===== config.mk =====
export PLATFORM = sky130hd
export DESIGN_NAME = fft_frame_stream_io
export DESIGN_NICKNAME = d
export VERILOG_FILES = /design/src/rtl/fft_frame_stream_io.sv
export SDC_FILE = /design/constraint.sdc
export NUM_CORES = 2
export LEC_CHECK = 0
export BUFFER_PORTS_ARGS = -buffer_cell sky130_fd_sc_hd__buf_2
export CORE_AREA = 2 2 523 525
export CTS_BUF_LIST = sky130_fd_sc_hd__clkbuf_4 sky130_fd_sc_hd__clkbuf_8 sky130_fd_sc_hd__clkbuf_16
export DETAILED_ROUTE_END_ITERATION = 7
export DIE_AREA = 0 0 525 527
export GPL_TIMING_DRIVEN = 0
export PLACE_DENSITY = 0.42
export SLEW_MARGIN = 20
export SYNTH_ARGS = -nofsm -noshare
export SYNTH_HDL_FRONTEND = slang
export SYNTH_SLANG_ARGS = --single-unit
export TNS_END_PERCENT = 100

===== constraint.sdc =====
create_clock -name clk -period 8.4 [get_ports clk]
set_input_delay 1.26 -clock clk [delete_from_list [all_inputs] [get_ports clk]]
set_output_delay 1.26 -clock clk [all_outputs]
set_load 0.05 [all_outputs]

===== src/rtl/fft_frame_stream_io.sv =====
// Frame adapter around a radix-2 FFT core: serial samples in, parallel frame to core,
// PIPE_LAT-cycle token tracking, captured bins streamed out in natural or bit-reversed order.
module fft_frame_stream_io #(
  parameter int N_POINTS = 32,
  parameter int IN_W     = 8,
  parameter int OUT_W    = 16,
  parameter int PIPE_LAT = 6,
  localparam int LOG2N   = $clog2(N_POINTS)
) (
  input  logic                      clk,
  input  logic                      rst,
  input  logic                      en,
  input  logic                      flush,
  input  logic                      bitrev_mode,
  input  logic                      s_valid,
  output logic                      s_ready,
  input  logic [IN_W-1:0]           s_data,
  output logic [N_POINTS*IN_W-1:0]  core_frame,
  output logic                      core_frame_stb,
  input  logic [N_POINTS*OUT_W-1:0] core_re,
  input  logic [N_POINTS*OUT_W-1:0] core_im,
  output logic                      m_valid,
  input  logic                      m_ready,
  output logic [2*OUT_W-1:0]        m_data,
  output logic [LOG2N-1:0]          m_index,
  output logic                      m_last,
  output logic                      ovf,
  output logic [7:0]                drop_cnt
);

  typedef enum logic {ST_EMPTY, ST_STREAM} state_t;

  localparam logic [LOG2N-1:0] LAST_IDX = LOG2N'(N_POINTS - 1);

  function automatic logic [LOG2N-1:0] bit_rev(input logic [LOG2N-1:0] v);
    logic [LOG2N-1:0] r;
    r = '0;
    for (int unsigned i = 0; i < LOG2N; i++) r[i] = v[LOG2N-1-i];
    return r;
  endfunction

  logic                      s_ready_q;
  logic [LOG2N-1:0]          wr_cnt_q, wr_cnt_d;
  logic [N_POINTS*IN_W-1:0]  shadow_q, shadow_d;
  logic [N_POINTS*IN_W-1:0]  frame_q, frame_d;
  logic                      stb_q, stb_d;
  logic                      accept;
  logic                      cap_raw, cap;

  state_t                    state_q, state_d;
  logic [LOG2N-1:0]          rd_cnt_q, rd_cnt_d;
  logic                      brev_q, brev_d;
  logic [N_POINTS*OUT_W-1:0] re_buf_q, re_buf_d;
  logic [N_POINTS*OUT_W-1:0] im_buf_q, im_buf_d;
  logic                      ovf_q, ovf_d;
  logic [7:0]                drop_q, drop_d;
  logic                      last_beat;
  logic [LOG2N-1:0]          idx;

  // The completing sample is merged into shadow_d first so the frame copy sees all N samples.
  always_comb begin
    accept   = s_valid & s_ready_q & ~flush;
    wr_cnt_d = wr_cnt_q;
    shadow_d = shadow_q;
    frame_d  = frame_q;
    stb_d    = 1'b0;
    if (flush) begin
      wr_cnt_d = '0;
    end else if (accept) begin
      shadow_d[wr_cnt_q*IN_W +: IN_W] = s_data;
      wr_cnt_d = wr_cnt_q + 1'b1;
      if (wr_cnt_q == LAST_IDX) begin
        frame_d = shadow_d;
        stb_d   = 1'b1;
      end
    end
  end

  if (PIPE_LAT == 1) begin : g_lat1
    assign cap_raw = stb_q;
  end else begin : g_latn
    logic [PIPE_LAT-2:0] tok_q;
    always_ff @(posedge clk or negedge rst) begin
      if (!rst) begin
        tok_q <= '0;
      end else if (flush) begin
        tok_q <= '0;
      end else begin
        tok_q <= (tok_q << 1) | (PIPE_LAT-1)'(stb_q);
      end
    end
    assign cap_raw = tok_q[PIPE_LAT-2];
  end

  assign cap = cap_raw & ~flush;

  // A capture landing on the final accepted beat reloads directly, avoiding an idle cycle.
  always_comb begin
    state_d   = state_q;
    rd_cnt_d  = rd_cnt_q;
    brev_d    = brev_q;
    re_buf_d  = re_buf_q;
    im_buf_d  = im_buf_q;
    ovf_d     = ovf_q;
    drop_d    = drop_q;
    last_beat = (state_q == ST_STREAM) & m_ready & (rd_cnt_q == LAST_IDX);
    if (flush) begin
      state_d  = ST_EMPTY;
      rd_cnt_d = '0;
      brev_d   = 1'b0;
      re_buf_d = '0;
      im_buf_d = '0;
      ovf_d    = 1'b0;
      drop_d   = '0;
    end else begin
      if ((state_q == ST_STREAM) && m_ready) begin
        rd_cnt_d = rd_cnt_q + 1'b1;
        if (last_beat) state_d = ST_EMPTY;
      end
      if (cap) begin
        if ((state_q == ST_EMPTY) || last_beat) begin
          state_d  = ST_STREAM;
          rd_cnt_d = '0;
          brev_d   = bitrev_mode;
          re_buf_d = core_re;
          im_buf_d = core_im;
        end else begin
          ovf_d = 1'b1;
          if (drop_q != 8'hFF) drop_d = drop_q + 8'd1;
        end
      end
    end
  end

  always_ff @(posedge clk or negedge rst) begin
    if (!rst) begin
      s_ready_q <= 1'b0;
      wr_cnt_q  <= '0;
      shadow_q  <= '0;
      frame_q   <= '0;
      stb_q     <= 1'b0;
      state_q   <= ST_EMPTY;
      rd_cnt_q  <= '0;
      brev_q    <= 1'b0;
      re_buf_q  <= '0;
      im_buf_q  <= '0;
      ovf_q     <= 1'b0;
      drop_q    <= '0;
    end else begin
      s_ready_q <= en & ~flush;
      wr_cnt_q  <= wr_cnt_d;
      shadow_q  <= shadow_d;
      frame_q   <= frame_d;
      stb_q     <= stb_d;
      state_q   <= state_d;
      rd_cnt_q  <= rd_cnt_d;
      brev_q    <= brev_d;
      re_buf_q  <= re_buf_d;
      im_buf_q  <= im_buf_d;
      ovf_q     <= ovf_d;
      drop_q    <= drop_d;
    end
  end

  assign idx            = brev_q ? bit_rev(rd_cnt_q) : rd_cnt_q;
  assign s_ready        = s_ready_q;
  assign core_frame     = frame_q;
  assign core_frame_stb = stb_q;
  assign m_valid        = (state_q == ST_STREAM);
  assign m_index        = idx;
  assign m_data         = {re_buf_q[idx*OUT_W +: OUT_W], im_buf_q[idx*OUT_W +: OUT_W]};
  assign m_last         = m_valid & (rd_cnt_q == LAST_IDX);
  assign ovf            = ovf_q;
  assign drop_cnt       = drop_q;

endmodule


Yosys cells after proc, flatten, opt, wreduce, memory -nomap -nowiden:

Index checks and enable logic that the tools add are counted.

* flip-flop bits (word level): 1564
* input port bits: 1039
* output and inout bits: 306
* word-level logic and storage cells: 79

* add/subtract/negate cells: 4
* equality and inequality tests: 4
* shift operators: 4
* mux-type cells: 33
* bitwise logic cells: 10
* reduce and logical (&&, ||, !) cells: 11

Operator list (count)
* $mux W512: 6
* $shiftx A512 B10 Y16: 2
* $bwmux W256: 1
* $shift A8 B34 Y256 const A: 1
* $shiftx A8 B34 Y256: 1
* $mux W5: 8
* $neg A8 Y34: 1
* $mux W8: 4
* $mux W1: 14
* $add A5 B1 Y5 const B: 2
* $eq A5 B5 Y1 const B: 2
* $add A8 B1 Y8 const B: 1
* $ne A8 B8 Y1 const B: 1
* $reduce_bool A2 Y1: 4
* $and A1 B1 Y1: 7
* $reduce_and A2 Y1: 3
* $reduce_and A3 Y1: 2
* $or A5 B1 Y5: 1
* $ne A2 B2 Y1 const B: 1
* $not A1 Y1: 2
* $logic_and A1 B1 Y1: 1
* $logic_or A1 B1 Y1: 1

Logic depth before layout (Yosys ltp):

* depth after elaboration: 7
* depth in mapped cells: 13
* depth with buffers taken out: 9

Worst setup path after synthesis:

No wires, ideal clock.

* kind: register to output
* start: register brev_q
* end: output port m_data[0]
* data arrival time: 3.147 ns
* data required time: 7.140 ns
* path slack: 3.993 ns
* stages on the path, launching flop included: 9
* path buffers: 2
* path through: dfrtp_1 -> buf_4 -> mux2i_2 -> inv_2 -> nor2_1 -> buf_2 -> o221ai_1 -> a2bb2oi_1 -> a311oi_1

* word-level cells in the longest chain between the ends: 2

RTL lines
* from (decl): RTL line 52 `logic brev_q, brev_d;`
* from (signal assigned): RTL line 157 `brev_q <= brev_d;`
* $mux W5: RTL line 165 `assign idx = brev_q ? bit_rev(rd_cnt_q) : rd_cnt_q;`
* net m_index[3]: RTL line 25 `output logic [LOG2N-1:0] m_index,`
* $shiftx A512 B10 Y16: RTL line 171 `assign m_data = {re_buf_q[idx*OUT_W +: OUT_W], im_buf_q[idx*OUT_W +: OUT_W]};`
* to (decl): RTL line 24 `output logic [2*OUT_W-1:0] m_data,`

The timed path passes the listed nets, and every way through them passes these cells.

Worst setup path after layout:

* start: register brev_q
* end: output port m_data[22]

* word-level cells in the longest chain between the ends: 2

RTL lines (RTL line)
* $mux W5: 165
* $shiftx A512 B10 Y16: 171

No other way between the ends.

==> results.cfg <==
[yosys]
synthesis.nets = 6819
async_flop_share_pct = 100
netlist_area_um2 = 69600
synth-seq-cells = 1564
syn_area_per_cell_um2 = 12.1
yosys_most_used_dff = dfrtp_1
ys_seq_area_share_pct = 56.2
synth_top_area_share_pct = 56.2
yosysTopAreaCell = dfrtp_1
synthCells = 5773
yosysWarnings = 0
synth-edff-count = 0
synth_cell_types = 71
netlist_top_cells_area = dfrtp_1 (56%), a22o_1 (13%), mux2i_1 (7.5%)

[routing]
totalWireLength_mm = 419
dr.pass1.iters = 6
post_drt_wl_per_cell_um = 37.5
viasPerCell = 5.43
drtAntennaViolNets = 0
drc = 0
dr_total_vias = 60600
drt-initial-drc-count = 5916

[timing]
max_freq_ghz = 0.143
grt_setup_unrepaired = no
finalSetupTns_ps = 0
min_period_ps = 6970
timing.final.crit_share_pct = 83.0
drv_slew = 0
worst_pin_slew_ps = 1290
setup_slack_ps = 1430
skew_ps = 37.2
setup_viol_count_final = 0
finalHoldViolCount = 0
max-slew-margin-rel_pct = 14.2

[placed_design]
dpl-instance-area_um2 = 81500
dp_hpwl_mm = 337
port_buffers = 1343
gp_congestion = 0.961
pre_cts_slack_ps = 2490
place_inst = 10700

[clocking]
cts_tree = yes
cts_setup_buffers = 0
cts_sinks = 1564
numCtsBuffers = 191
cts-resized-gates = 0
clock_latency_ps = 880
clock_path_buffers = 4
root_buffer = clkbuf_16
path_clk_slew_ps = 60
h-tree-depth = 4
ctsHoldBuffers = 0

[power]
power.total_mw = 17.3
p_per_area_nw_per_um2 = 196
leakage_nw = 41.6
ir_drop_mv = 0.139

[cells_and_area]
fillCellCount = 27900
multi_input_area_um2 = 28200
ff_latch_area_um2 = 39100
drive_above_1_share_pct = 26.9
area.growth.synth_to_final_pct = 26.9
nets = 8382
design_area_um2 = 88300
mostFrequentLayoutCells = dfrtp_1 (1564), buf_2 (1413), a22o_1 (1025)
layoutNonFillerInstCount = 11200
layout_commonest_cell = dfrtp_1

[worst_setup_path]
end_kind = output pin
crit_top_cell = buf_2
timing.rr.end = re_buf_q[435]
cpPeakStageDelay_ps = 880
startpoint_type = flip-flop
critPathTopFamily = buffers and inverters
path_max_fanout = 10
worstPathCellList = buf_4 -> mux2i_4 -> buf_2 -> clkbuf_1 -> buf_2 -> mux2i_1 -> o22ai_1 -> a211oi_1 -> buf_2
worstSetupPathType = reg2out
path_buf_inv = 5
crit_required_ps = 7140
reg2regPathDepth = 12
reg2reg_from = rd_cnt_q[2]
cp_slowest_cell = mux2i_1
arrival_ps = 5710
reg2reg_slack_ps = 3820

[floorplanning]
pin_count = 1345
core_area_um2 = 272000
die_x_um = 525
rows = 192
dieHeight_um = 527
initial_core_util_pct = 25.6
die_area_um2 = 277000

[outcome]
status = finished, final reports clean

[global_routing]
grt_usage_pct = 29.4
antenna_found_initial = 219
grt_pass1_vias = 60600
grt_first_pass_wirelength_mm = 556
grt_max_degree = 132
grt_overflow_total = 0

[job]
cap_violations = 0

[worst_hold_path]
hold_path.class = in2async
## metrics by stage
stage | util [%] | hold slack, ps
3_3_place_gp | 29.8 | 462
5_1_grt | 32.5 | 339
3_5_place_dp | 30.0 | 465
4_1_cts | 32.4 | 313
6_report | 32.5 | 296
2_1_floorplan | - | 439
## report_power, final
part	switching (mW)	total (mW)	leakage (nW)	internal (mW)
combinational	0.616	0.854	16.5	0.237
sequential	0.00819	7.56	21.8	7.55
clock	3.61	8.88	3.33	5.27
## state kept, by name, summed over array words and instances, names as in the netlist, 5 cells and up
register,count
drop_cnt,8
im_buf_q,512
rd_cnt_q,5
g_latn.tok_q,5
re_buf_q,512
shadow_q,256
core_frame,256
wr_cnt_q,5
## synth_stat cells, drive strengths merged, types with 11 or more instances
cell type  count
dfrtp       1564
a22o        1025
mux2i        525
nand2        465
clkbuf       397
o21ai        364
mux2         160
buf          142
nand2b       138
nor2         135
nand3        105
a21oi         99
a22oi         67
a31oi         66
mux4          66
o22ai         65
o221ai        41
o211a         36
and2          28
inv           27
nor3          23
a2bb2oi       21
and3          19
nand4         17
o211ai        17
a2111oi       14
or4           14
a311oi        13
o31a          12
nor2b         11
o22a          11
## per-layer routing
layer / routed length, um / global-route usage (%) / vias to the layer above
met3: 33600 / 7.54 / 846
li1: - / - / 25000
met1: 168000 / 36.6 / 31600
met2: 192000 / 46.9 / 3109
met4: 25500 / 15.0 / 56
met5: 362 / 0 / -
## worst max-delay path by stage
| stage | startpoint | endpoint | cells after the start |
|---|---|---|---|
| 4_1_cts | brev_q | m_data[19] | 9 |
| 3_5_place_dp | brev_q | m_data[19] | 9 |
| 3_3_place_gp | rst | shadow_q[44] | 1 |
| 2_1_floorplan | brev_q | m_data[0] | 8 |
| 5_1_grt | brev_q | m_data[19] | 9 |
| 6_report | brev_q | m_data[22] | 9 |
## logic make-up after synthesis
kind of cell    share of synthesized area, %
compound gates                          20.7
flops                                   56.2
simple gates                            6.89
mux                                     12.5
buf+inv                                 3.39
xor+xnor                               0.164
fa+ha+maj                              0.126
## cell type report
cell class                 instances  share of cell area (%)
tap                             3589                    5.08
timing repair buffer            1370                    8.23
buffer                           539                    2.57
clock buffer                     277                    6.55
clock inverter                    64                   0.912
multi-input combinational       3641                    32.0
antenna                           93                   0.263
inverter                          29                   0.123
sequential                      1564                    44.3
## worst register-to-register path, cell delays in order, from the launching register on
cell and delay (ps):
dfrtp_1 430, clkbuf_1 480, and3_1 250, ha_1 450, nand2_1 100, nand2_1 110
nand2_1 90, nor2_2 240, buf_6 220, clkbuf_2 540, clkbuf_1 700, clkbuf_1 660
a22o_1 240
Note: power is estimated with default switching activity, not from simulation.
